`config.mk`:
```
export PLATFORM = sky130hd
export DESIGN_NAME = systolic_pe_dual
export DESIGN_NICKNAME = d
export VERILOG_FILES = /design/src/rtl/systolic_pkg.sv /design/src/rtl/systolic_pe_dual_mac.sv /design/src/rtl/systolic_pe_dual.sv
export SDC_FILE = /design/constraint.sdc
export NUM_CORES = 1
export LEC_CHECK = 0
export CAP_MARGIN = 20
export CORE_ASPECT_RATIO = 0.5
export CORE_MARGIN = 2
export CORE_UTILIZATION = 56
export DETAILED_ROUTE_END_ITERATION = 8
export PLACE_DENSITY = 0.81
export RECOVER_POWER = 100
export SLEW_MARGIN = 0
export SYNTH_ARGS = -nofsm -noshare
export SYNTH_HDL_FRONTEND = slang
export SYNTH_SLANG_ARGS = --single-unit
```
`constraint.sdc`:
```
create_clock -name clk -period 6.55 [get_ports clk]
set_input_delay 1.31 -clock clk [delete_from_list [all_inputs] [get_ports clk]]
set_output_delay 1.31 -clock clk [all_outputs]
set_load 0.1 [all_outputs]
```
`src/rtl/systolic_pkg.sv`:
```
// Shared types and helpers for the dual-mode systolic processing element.
// The saturating adder is only called when PE_ACC_SAT_EN is defined.
package systolic_pkg;

    typedef enum logic [1:0] {
        IDLE  = 2'd0,
        LOAD  = 2'd1,
        COMP  = 2'd2,
        DRAIN = 2'd3
    } pe_state_e;

    typedef enum logic {
        PE_MODE_OS = 1'b0,
        PE_MODE_WS = 1'b1
    } pe_mode_e;

    // Widest accumulator the saturating adder can handle.
    localparam int SAT_W = 64;

    // Adds two w-bit values (zero-padded to SAT_W) and clamps to the w-bit
    // signed or unsigned range. Returns {clamped, result}.
    function automatic logic [SAT_W:0] sat_add(
        input logic [SAT_W-1:0] x,
        input logic [SAT_W-1:0] y,
        input int               w,
        input logic             sgn
    );
        logic [SAT_W:0]   raw;
        logic [SAT_W-1:0] mask;
        logic [SAT_W-1:0] res;
        logic [5:0]       msb;
        logic [6:0]       cout;
        logic             ovf;
        raw  = {1'b0, x} + {1'b0, y};
        mask = (64'd1 << w) - 64'd1;
        res  = raw[SAT_W-1:0] & mask;
        msb  = 6'(w - 1);
        cout = 7'(w);
        ovf  = 1'b0;
        if (sgn) begin
            if ((x[msb] == y[msb]) && (res[msb] != x[msb])) begin
                ovf = 1'b1;
                res = x[msb] ? (64'd1 << (w - 1)) : ((64'd1 << (w - 1)) - 64'd1);
            end
        end else if (raw[cout]) begin
            ovf = 1'b1;
            res = mask;
        end
        return {ovf, res};
    endfunction

endpackage

```
`src/rtl/systolic_pe_dual_mac.sv`:
```
// Combinational extend-multiply-add shared by the OS accumulate and WS psum paths.
// PE_ACC_SAT_EN defined: the add clamps to the ACC_W range and ovf flags a clamp.
module pe_mac
    import systolic_pkg::*;
#(
    parameter int A_W    = 8,
    parameter int B_W    = 8,
    parameter int ACC_W  = 24,
    parameter int SIGNED = 0
)(
    input  logic [A_W-1:0]   a,
    input  logic [B_W-1:0]   b,
    input  logic [ACC_W-1:0] addend,
    output logic [ACC_W-1:0] sum,
    output logic             ovf
);

    localparam int P_W = A_W + B_W;

    logic [ACC_W-1:0] prod_ext;

    // The full product always fits in A_W+B_W bits; extension to the
    // accumulator width follows the operand signedness.
    generate
        if (SIGNED != 0) begin : g_signed
            logic signed [P_W-1:0] a_s;
            logic signed [P_W-1:0] b_s;
            logic signed [P_W-1:0] prod;
            assign a_s      = P_W'($signed(a));
            assign b_s      = P_W'($signed(b));
            assign prod     = a_s * b_s;
            assign prod_ext = ACC_W'(prod);
        end else begin : g_unsigned
            logic [P_W-1:0] prod;
            assign prod     = P_W'(a) * P_W'(b);
            assign prod_ext = ACC_W'(prod);
        end
    endgenerate

`ifdef PE_ACC_SAT_EN
    logic [SAT_W:0] sat_res;
    logic           unused_hi;
    assign sat_res   = sat_add(SAT_W'(addend), SAT_W'(prod_ext), ACC_W, SIGNED != 0);
    assign sum       = sat_res[ACC_W-1:0];
    assign ovf       = sat_res[SAT_W];
    assign unused_hi = ^sat_res[SAT_W-1:ACC_W];
`else
    assign sum = addend + prod_ext;
    assign ovf = 1'b0;
`endif

endmodule

```
`src/rtl/systolic_pe_dual.sv`:
```
// Dual-dataflow (output-stationary / weight-stationary) systolic array cell.
// Optional feature macro: PE_ACC_SAT_EN (saturating accumulate, sticky acc_ovf).
module systolic_pe_dual
    import systolic_pkg::*;
#(
    parameter int A_W    = 8,
    parameter int B_W    = 8,
    parameter int ACC_W  = 24,
    parameter int SIGNED = 0
)(
    input  logic             clk,
    input  logic             reset,
    input  logic             mode,
    input  logic             load_en,
    input  logic             compute_en,
    input  logic             drain_en,
    input  logic             clear_acc,
    input  logic [A_W-1:0]   a_in,
    input  logic             a_in_vld,
    input  logic [B_W-1:0]   b_in,
    input  logic             b_in_vld,
    input  logic [ACC_W-1:0] psum_in,
    input  logic             psum_in_vld,
    output logic [A_W-1:0]   a_out,
    output logic             a_out_vld,
    output logic [B_W-1:0]   b_out,
    output logic             b_out_vld,
    output logic [ACC_W-1:0] psum_out,
    output logic             psum_out_vld,
    output logic             busy,
    output logic             acc_ovf
);

    generate
        if (ACC_W < A_W + B_W) begin : g_bad_acc_w
            $error("systolic_pe_dual: ACC_W must be at least A_W+B_W");
        end
        if (ACC_W >= SAT_W) begin : g_acc_too_wide
            $error("systolic_pe_dual: ACC_W must be below 64");
        end
    endgenerate

    pe_state_e        state;
    pe_state_e        next_state;
    pe_mode_e         mode_q;
    logic [ACC_W-1:0] acc;
    logic [A_W-1:0]   w_stat;
    logic             drain_first;
    logic [A_W-1:0]   mac_a;
    logic [ACC_W-1:0] mac_add;
    logic [ACC_W-1:0] mac_sum;
    logic             mac_ovf;
    logic             os_mac;
    logic             ws_mac;

    // One multiplier serves both dataflows: OS multiplies the streamed a with b
    // into acc, WS multiplies the stationary weight with b into the psum chain.
    assign mac_a   = (mode_q == PE_MODE_WS) ? w_stat : a_in;
    assign mac_add = (mode_q == PE_MODE_WS) ? psum_in : acc;
    assign os_mac  = (state == COMP) && (mode_q == PE_MODE_OS) && a_in_vld && b_in_vld;
    assign ws_mac  = (state == COMP) && (mode_q == PE_MODE_WS) && psum_in_vld && b_in_vld;
    assign busy    = (state != IDLE);

    pe_mac #(
        .A_W    (A_W),
        .B_W    (B_W),
        .ACC_W  (ACC_W),
        .SIGNED (SIGNED)
    ) u_mac (
        .a      (mac_a),
        .b      (b_in),
        .addend (mac_add),
        .sum    (mac_sum),
        .ovf    (mac_ovf)
    );

    // State register.
    always_ff @(posedge clk) begin
        if (reset) begin
            state <= IDLE;
        end else begin
            state <= next_state;
        end
    end

    // Next state: the highest-priority request wins in IDLE, and if that request
    // is not legal in the current mode the cell simply stays idle.
    always_comb begin
        next_state = state;
        case (state)
            IDLE: begin
                if (drain_en) begin
                    next_state = (pe_mode_e'(mode) == PE_MODE_OS) ? DRAIN : IDLE;
                end else if (load_en) begin
                    next_state = (pe_mode_e'(mode) == PE_MODE_WS) ? LOAD : IDLE;
                end else if (compute_en) begin
                    next_state = COMP;
                end
            end
            LOAD:    if (!load_en)    next_state = compute_en ? COMP : IDLE;
            COMP:    if (!compute_en) next_state = IDLE;
            DRAIN:   if (!drain_en)   next_state = IDLE;
            default: next_state = IDLE;
        endcase
    end

    // Datapath: valids default low each cycle, data outputs hold unless the
    // active state refreshes them; clear_acc overrides any same-cycle MAC.
    always_ff @(posedge clk) begin
        if (reset) begin
            mode_q       <= PE_MODE_OS;
            acc          <= '0;
            w_stat       <= '0;
            drain_first  <= 1'b0;
            a_out        <= '0;
            a_out_vld    <= 1'b0;
            b_out        <= '0;
            b_out_vld    <= 1'b0;
            psum_out     <= '0;
            psum_out_vld <= 1'b0;
        end else begin
            a_out_vld    <= 1'b0;
            b_out_vld    <= 1'b0;
            psum_out_vld <= 1'b0;
            drain_first  <= (state != DRAIN) && (next_state == DRAIN);
            if (state == IDLE) begin
                mode_q <= pe_mode_e'(mode);
            end
            case (state)
                LOAD: begin
                    a_out     <= a_in;
                    a_out_vld <= a_in_vld;
                    if (a_in_vld) begin
                        w_stat <= a_in;
                    end
                end
                COMP: begin
                    a_out     <= a_in;
                    b_out     <= b_in;
                    b_out_vld <= b_in_vld;
                    if (mode_q == PE_MODE_OS) begin
                        a_out_vld <= a_in_vld;
                        if (os_mac) begin
                            acc <= mac_sum;
                        end
                    end else begin
                        psum_out     <= mac_sum;
                        psum_out_vld <= psum_in_vld && b_in_vld;
                    end
                end
                DRAIN: begin
                    if (drain_first) begin
                        psum_out     <= acc;
                        psum_out_vld <= 1'b1;
                    end else begin
                        psum_out     <= psum_in;
                        psum_out_vld <= psum_in_vld;
                    end
                end
                default: ;
            endcase
            if (clear_acc) begin
                acc <= '0;
            end
        end
    end

`ifdef PE_ACC_SAT_EN
    // Sticky clamp flag; only reset or clear_acc lower it.
    always_ff @(posedge clk) begin
        if (reset) begin
            acc_ovf <= 1'b0;
        end else if (clear_acc) begin
            acc_ovf <= 1'b0;
        end else if (mac_ovf && (os_mac || ws_mac)) begin
            acc_ovf <= 1'b1;
        end
    end
`else
    logic unused_ovf;
    assign unused_ovf = mac_ovf;
    assign acc_ovf    = 1'b0;
`endif

endmodule

```
==> results.tsv <==
stage	metric	value	unit
timing	max_freq	161	MHz
pwr	swShare	46.4	%
die	die_h	81.8	um
yosys	syn_nets	951	
routing	drc	0	
pwr	ir_drop	0.176	mV
clock_network	clkTransAtPathRegs	60	ps
yosys	synthTopCellsByArea	dfxtp_1 (23%), fa_1 (15%), ha_1 (8.5%), mux2i_1 (8.0%), inv_1 (5.5%)	
yosys	synth-edff-count	0	
timing	finalSetupViolations	0	
timing	layout_min_cycle_time	6210	ps
routing	drt_wl_total	18900	um
clock_network	clock_path_buffers	2	
job	cap_viol_max_count	0	
clock_network	clk-insertion-delay-late	350	ps
yosys	netlist_area	6780	um^2
final_layout	area_growth_syn_to_layout	19.6	%
yosys	synth_top_cell_by_area	dfxtp_1	
placed_design	place_area	7850	um^2
timing	fin_skew	4.97	ps
yosys	async_reset_ff_share	0	%
final_layout	layout.nets	1027	
die	rows	28	
clock_network	h-tree-depth	3	
die	dieArea	13100	um^2
global_routing	grt_pass1_wl	31100	um
routing	viasPerCell	5.76	
placed_design	hpwlAfterDp	13900	um
final_layout	final_area	8110	um^2
routing	vias	6049	
global_routing	globalRouteOverflowTotal	0	
pwr	power_frac_seq	21.9	%
worst_setup_path	cp_data_required_time	6730	ps
placed_design	dp_cells	1035	
die	start_util	57.4	%
final_layout	diodes	0	
placed_design	routabilityCongestion	0.893	
die	core_area	11800	um^2
routing	dr.pass1.iters	5	
clock_network	cts_num_sinks	79	
clock_network	numCtsBuffers	9	
worst_setup_path	startpoint_type	input port	
yosys	synthDistinctLibCells	65	
routing	ant_nets	0	
yosys	synth.most_common_cell	inv_1	
yosys	yosysSeqAreaShare	23.3	%
timing	drv_slew	0	
min_path	hold_class	reg2reg	
timing	hold_violations	0	
worst_setup_path	cp-end-kind	flip-flop	
timing	fin_crit_sh	94.8	%
worst_setup_path	cp.arrival	6390	ps
yosys	ys.flop_type	dfxtp_1	
global_routing	antenna_found_initial	0	
routing	initialDrtViolationCount	491	
timing	worst_pin_slew	1160	ps
clock_network	cts-resized-gates	0	
yosys	syn_inst	805	
final_layout	drive_above_1_share	7.01	%
die	die_x	160	um
global_routing	grt_pass1_vias	5888	
clock_network	cts_tree	yes	
pwr	clock_power_share	21.1	%
global_routing	grt_max_degree	56	
pwr	leakage	3.54	nW
routing	wire_per_inst	18.0	um
final_layout	layout.cells.non_filler	1050	
pwr	switchingPower	1.12	mW
yosys	yosysWarnings	0	
yosys	synth_top_cell_area_share	23.3	%
yosys	synth-seq-cells	79	
timing	slew_headroom	22.4	%
die	io_pins	95	
pwr	p_int	1.29	mW
timing	tns	0	ps
global_routing	grt.total_usage	30.5	%
clock_network	postCtsSetupBuffers	0	
clock_network	ctsHoldBuffers	0	
worst_setup_path	path_max_fanout	8	
yosys	ys_top_cells_by_count	inv_1 (99), nand2_1 (91), dfxtp_1 (79)	
clock_network	cts-root-buf	clkbuf_16	
yosys	synth_area_per_cell	8.42	um^2
worst_setup_path	criticalPathCategory	in2reg	
final_layout	final_util	68.7	%
run_status	run_status	finished, final reports clean	
placed_design	port_buffers	93	
pwr	power_density	298	nW/um^2
timing	rsz0062_at_grt	false	
pwr	finalPower	2.41	mW
pwr	power_frac_comb	57.0	%
layer usage:
| layer | share of wire (%) | routed length (um) | vias up | GRT usage (%) |
|---|---|---|---|---|
| li1 | - | - | 2842 | - |
| met1 | 46 | 8630 | 2902 | 41.5 |
| met2 | 45 | 8470 | 277 | 50.5 |
| met3 | 8.1 | 1530 | 28 | 5.71 |
| met4 | 1.5 | 279 | 0 | 8.64 |
| met5 | 0 | 0 | - | 0 |
worst max-delay path, stage by stage:
cell	delay, ps
clkdlybuf4s50_1	520
mux2_1	310
nand2_1	120
fa_1	500
fa_1	490
inv_1	60
fa_1	530
inv_1	80
fa_1	550
inv_1	50
ha_1	390
and3_1	200
a221oi_1	480
o21ai_0	170
a21o_1	240
xor2_1	160
o21ai_0	150
a21oi_1	80
stage by stage:
stage	hold WS, ps	setup slack, ps
floorplan	433	894
global placement	439	240
detailed placement	446	96.1
CTS	452	425
global route	466	66.4
finish	450	341
layout by cell type (no fill, tap or decap), types with 45 or more instances in the layout:
cell type | synthesis | layout
dlygate4sd3_1 | 0 | 47
a21oi_1 | 57 | 58
dfxtp_1 | 79 | 78
mux2i_1 | 54 | 53
nand2_1 | 91 | 91
clkdlybuf4s50_1 | 0 | 45
inv_1 | 99 | 99
ha_1 | 46 | 46
nor2_1 | 55 | 55
fa_1 | 50 | 50
cell type report:
cell class / instances / area, um^2
flip-flops and latches: 79 / 1580
multi-input cells: 585 / 4640
repair buffers: 107 / 1020
clock inverters: 6 / 62.6
fillers: 978 / 3690
well taps: 165 / 206
inverters: 99 / 372
clock buffers: 9 / 225
worst paths after layout:
check                    start           end  slack (ps)  depth (start not counted)
hold / removal    psum_out[10]  psum_out[10]         450                          2
hold reg to reg   psum_out[10]  psum_out[10]         450                          2
setup / recovery       a_in[3]  psum_out[12]         340                         18
setup reg to reg        mode_q  psum_out[12]        1020                         17
power groups by stage:
stage / Combinational, mW / Sequential (mW) / Clock (mW)
floorplan: 0.851 / 0.682 / 0
global placement: 1.31 / 0.538 / 0
detailed placement: 1.35 / 0.539 / 0
CTS: 1.38 / 0.529 / 0.510
global route: 1.50 / 0.532 / 0.531
finish: 1.38 / 0.528 / 0.509
kinds of logic after synthesis:
| logic type | after synthesis | share of synthesized area [%] |
|---|---|---|
| multiplexers | 78 | 12.0 |
| flip-flops | 79 | 23.3 |
| XOR/XNOR | 16 | 2.07 |
| AND/OR/NAND/NOR | 247 | 17.2 |
| AO/OA/AOI/OAI | 147 | 14.0 |
| buffers and inverters | 141 | 8.12 |
| other | 1 | 0.0553 |
| adder cells (fa/ha/maj) | 96 | 23.2 |
state kept, by name, indices dropped and copies added, names as in the netlist:
register and count:
psum_out_vld 1, acc 24, drain_first 1, a_out_vld 1
state 2, b_out 8, w_stat 8, mode_q 1
b_out_vld 1, a_out 8, psum_out 24
No activity file was read; power rests on OpenSTA's default activity.
